File: config.mk
export PLATFORM = sky130hd
export DESIGN_NAME = imem_line_buffer
export DESIGN_NICKNAME = d
export VERILOG_FILES = /design/src/rtl/imem_line_buffer.sv
export SDC_FILE = /design/constraint.sdc
export NUM_CORES = 1
export LEC_CHECK = 0
export BUFFER_PORTS_ARGS = -buffer_cell sky130_fd_sc_hd__buf_2
export CAP_MARGIN = 15
export CORE_MARGIN = 4
export CORE_UTILIZATION = 47
export CTS_CLUSTER_SIZE = 24
export DETAILED_ROUTE_END_ITERATION = 8
export GPL_TIMING_DRIVEN = 0
export PLACE_DENSITY = 0.7
export SLEW_MARGIN = 15
export SYNTH_ARGS = -nofsm -noshare
export SYNTH_HDL_FRONTEND = slang
export SYNTH_SLANG_ARGS = --single-unit
File: constraint.sdc
create_clock -name clk -period 3.9 [get_ports clk]
set_input_delay 0.195 -clock clk [delete_from_list [all_inputs] [get_ports clk]]
set_output_delay 0.195 -clock clk [all_outputs]
set_load 0.02 [all_outputs]
File: src/rtl/imem_line_buffer.sv
// imem_line_buffer: single-line instruction fetch buffer with
// word-by-word refill from a slower backing memory.
module imem_line_buffer #(
  parameter int WIDTH      = 32,
  parameter int LINE_WORDS = 4
) (
  input  logic             clk,
  input  logic             reset,
  input  logic [WIDTH-1:0] imem_addr,
  output logic [WIDTH-1:0] imem_data,
  output logic             imem_ready,
  input  logic             inval,
  output logic             mem_req,
  output logic [WIDTH-1:0] mem_addr,
  input  logic [WIDTH-1:0] mem_rdata,
  input  logic             mem_rvalid,
  output logic [31:0]      hit_count,
  output logic [31:0]      miss_count
);

  localparam int IW = $clog2(LINE_WORDS);
  localparam int TW = WIDTH - 2 - IW;

  typedef enum logic [1:0] {
    IDLE,
    FILL,
    DONE
  } state_t;

  state_t state, state_n;

  logic [WIDTH-1:0] line [LINE_WORDS];
  logic [TW-1:0]    tag;
  logic [TW-1:0]    fill_tag;
  logic             valid;
  logic             inval_pending;
  logic [IW-1:0]    k;

  logic [TW-1:0]    addr_tag;
  logic [IW-1:0]    addr_idx;
  logic             hit;
  logic             last;
  logic             unused_addr;

  assign addr_tag    = imem_addr[WIDTH-1 -: TW];
  assign addr_idx    = imem_addr[2 +: IW];
  assign unused_addr = ^imem_addr[1:0];
  assign hit  = (state == IDLE) && valid && (tag == addr_tag);
  assign last = mem_rvalid && (k == IW'(LINE_WORDS - 1));

  always_ff @(posedge clk) begin
    if (reset) state <= IDLE;
    else       state <= state_n;
  end

  always_comb begin
    state_n = state;
    unique case (state)
      IDLE:    if (!hit) state_n = FILL;
      FILL:    if (last) state_n = DONE;
      DONE:    state_n = IDLE;
      default: state_n = IDLE;
    endcase
  end

  always_comb begin
    imem_ready = hit;
    imem_data  = '0;
    mem_req    = 1'b0;
    mem_addr   = '0;
    if (hit) imem_data = line[addr_idx];
    if (state == FILL) begin
      mem_req  = 1'b1;
      mem_addr = {fill_tag, k, 2'b00};
    end
  end

  always_ff @(posedge clk) begin
    if (reset) begin
      valid         <= 1'b0;
      inval_pending <= 1'b0;
      k             <= '0;
      tag           <= '0;
      fill_tag      <= '0;
      hit_count     <= '0;
      miss_count    <= '0;
    end else begin
      if (hit) hit_count <= hit_count + 32'd1;
      unique case (state)
        IDLE: begin
          // a miss also drops valid: the line is about to be overwritten
          if (inval || !hit) valid <= 1'b0;
          if (!hit) begin
            fill_tag   <= addr_tag;
            k          <= '0;
            miss_count <= miss_count + 32'd1;
          end
        end
        FILL: begin
          if (inval)      inval_pending <= 1'b1;
          if (mem_rvalid) k <= k + 1'b1;
        end
        DONE: begin
          valid         <= !inval_pending && !inval;
          tag           <= fill_tag;
          inval_pending <= 1'b0;
        end
        default: ;
      endcase
    end
  end

  always_ff @(posedge clk) begin
    if (!reset && state == FILL && mem_rvalid)
      line[k] <= mem_rdata;
  end

endmodule

==> results.json <==
{
  "p_clk_share_pct": 45.4,
  "grt_max_degree": 22,
  "ys_warn_count": 0,
  "worst_pin_slew_ns": 1.14,
  "r2r-start": "tag[18]",
  "critPathRequiredTime_ns": 3.70,
  "cpPeakStageDelay_ns": 0.64,
  "finalSetupTns_ns": 0,
  "die_h_um": 160,
  "hold_path.class": "in -> reg",
  "crit_cells": 9,
  "drv_cap": 0,
  "slowest_stage": "nor4_4",
  "syn_inst": 958,
  "p_per_area_mw_per_mm2": 427,
  "rows": 55,
  "grt_use_total_pct": 22.0,
  "synth_area_per_cell_um2": 11.3,
  "antenna_left": 0,
  "io_buffers": 192,
  "finalHoldViolCount": 0,
  "cts_made_buffers": 28,
  "clock-sinks": 254,
  "h-tree-depth": 1,
  "whs_ns": 0.0670,
  "start_kind": "input pin",
  "final_common_cell": "buf_2",
  "outcome": "completed",
  "grt_pass1_wl_mm": 46.1,
  "clkLatencyLatePin_ns": 0.54,
  "area_growth_pct": 27.8,
  "rsz0062_at_grt": "no",
  "max_freq_ghz": 0.281,
  "drive_gt1_share_pct": 23.7,
  "worstPathArrival_ns": 3.36,
  "synth_ff_type": "edfxtp_1",
  "cts_buffer_depth": 3,
  "peakVddDrop_mv": 0.367,
  "p_int_w": 0.00462,
  "p_sw_share_pct": 21.6,
  "antenna-diode-count": 0,
  "drc": 0,
  "post-route-period-util_pct": 91.2,
  "netlist-cell-type-count": 50,
  "comb_power_share_pct": 6.1,
  "dpl.cell_count": 1440,
  "yosysSeqAreaShare_pct": 59.0,
  "initial_utilization_pct": 47.6,
  "post_cts_buffers": 0,
  "p_sw_w": 0.00127,
  "finalSetupViolCount": 0,
  "rrSetupSlack_ns": 1.10,
  "crit_buf_inv": 5,
  "fin_nets": 1321,
  "leakage_nw": 5.25,
  "num_vias": 8530,
  "gp_congestion": 0.861,
  "power_frac_seq_pct": 48.6,
  "whs_path_depth": 3,
  "critPathTopFamily": "buffers and inverters",
  "cts_root_buffer": "clkbuf_16",
  "core_area_mm2": 0.0226,
  "globalRoute.totalOverflow": 0,
  "async_flop_share_pct": 0,
  "drv_slew": 0,
  "crit_path_cell_trace": "dlygate4sd3_1 > buf_2 > xnor2_1 > nand4_1 > nor4_4 > clkbuf_1 > clkbuf_1 > and3_1 > buf_2",
  "min_period_ns": 3.56,
  "drt_iter0_markers": 688,
  "antenna_found_initial": 0,
  "synth_edf_count": 128,
  "hold_buffers": 62,
  "die_x_um": 160,
  "holdPathEnd": "hit_count[25]",
  "clk_pin_slew_ns": 0.06,
  "dp_hpwl_mm": 19.5,
  "final_cell_mix": "198 x buf_2, 146 x nand2_1, 128 x edfxtp_1, 126 x dfxtp_1, 106 x a21oi_1",
  "r2r_end": "miss_count[2]",
  "skew_ns": 0.0172,
  "path_max_fanout": 10,
  "grt_pass1_vias": 8551,
  "rr_worst_depth": 6,
  "critPathKind": "in -> out",
  "dieArea_mm2": 0.0254,
  "dr.pass1.iters": 5,
  "wl_mm": 28.5,
  "postSynthRegisterBits": 254,
  "end_kind": "output port",
  "post_drt_wl_per_cell_um": 18.3,
  "p_total_w": 0.00589,
  "cts_tree": "done",
  "ios": 198,
  "netlist_area_mm2": 0.0108,
  "ctsResizeCount": 0,
  "fin_cells": 1553,
  "viasPerCell": 5.49,
  "slew_headroom_pct": 23.9,
  "worstHoldStart": "reset"
}
synth_stat cells (3+ instances only):
cell type    n  area [µm²]
xor2_1       7        61.3
buf_2        6        30.0
buf_1        3        11.3
o21ai_1      7        35.0
nand4_1     29         181
dfxtp_1    126        2520
or3_1       28         175
nor4_2       3        37.5
mux2_2       3        33.8
inv_1       12        45.0
nand3_1     28         140
a21oi_1    106         531
nor3_1       6        30.0
nand4b_1     5        43.8
mux4_2      32         721
or4_1       10        75.1
and2_1      38         238
nor2_1      36         135
nor4_1       3        18.8
o31ai_1     10        75.1
xnor2_1     36         315
ha_1         6        75.1
and3_1      43         269
clkbuf_1    41         154
and4_1       3        26.3
nor2b_1      5        31.3
edfxtp_1   128        3840
nand2_1    146         548
o21ai_0     26         130
kinds of logic (layout without fill, tap and decap cells):
family / count (synthesis) / count (layout) / synth area share (%)
adders and majority gates: 6 / 6 / 0.696
buffers and inverters: 65 / 374 / 2.40
AOI/OAI and AO/OA: 160 / 160 / 8.01
xor gates and xnor gates: 43 / 43 / 3.49
DFF: 254 / 254 / 59.0
muxes: 36 / 36 / 7.10
other: 1 / 2 / 0.0348
and+or+nand+nor: 393 / 393 / 19.3
how the worst max path moves through the flow:
stage | start | end | slack [ns]
floorplan | miss_count[4] | miss_count[31] | 1.71
global placement | tag[16] | imem_data[4] | 0.87
detailed placement | tag[16] | imem_data[4] | 0.90
CTS | tag[16] | imem_data[4] | 0.30
global route | imem_addr[4] | imem_data[4] | 0.13
finish | imem_addr[4] | imem_data[4] | 0.34
power groups by stage:
stage          logic, W  clock network, W  registers [W]
2_1_floorplan  0.000174                 0        0.00292
3_3_place_gp   0.000298                 0        0.00292
4_1_cts        0.000356           0.00271        0.00286
5_1_grt        0.000392           0.00282        0.00286
3_5_place_dp   0.000306                 0        0.00292
6_report       0.000357           0.00267        0.00286
routing by layer:
| metal | GRT usage (%) | vias to the layer above | routed length (µm) |
|---|---|---|---|
| met4 | 4.85 | 0 | 445 |
| met3 | 3.37 | 35 | 1870 |
| li1 | - | 4101 | - |
| met1 | 30.2 | 4110 | 12300 |
| met2 | 37.3 | 284 | 13900 |
| met5 | 0 | - | 0 |
final cells by class:
type                            count  area (µm²)
Buffer                             52         210
Timing Repair Buffer              258        1690
Tap cell                          285         357
Clock buffer                       36         792
Fill cell                        1835        8850
Multi-Input combinational cell    640        4170
Sequential cell                   254        6370
Clock inverter                     15         150
Inverter                           13        48.8
state kept, by name (all words and copies together), names as in the netlist:
name           count
line             128
hit_count         32
miss_count        32
fill_tag          28
tag               28
k                  2
state              2
inval_pending      1
valid              1
worst min-delay path, stage by stage:
cell and delay, ns:
buf_2 0.14, nor2b_1 0.11, mux2_1 0.12
stage by stage:
stage / setup WS [ns] / util (%) / instance area [µm²]
final: 0.344 / 60.9 / 13800
after floorplan: 1.71 / - / 10800
after global placement: 0.867 / 53.5 / 12100
after global routing: 0.130 / 60.9 / 13800
after CTS: 0.301 / 60.9 / 13800
after detailed placement: 0.901 / 54.0 / 12200
Note: power is estimated with default switching activity, not from simulation.
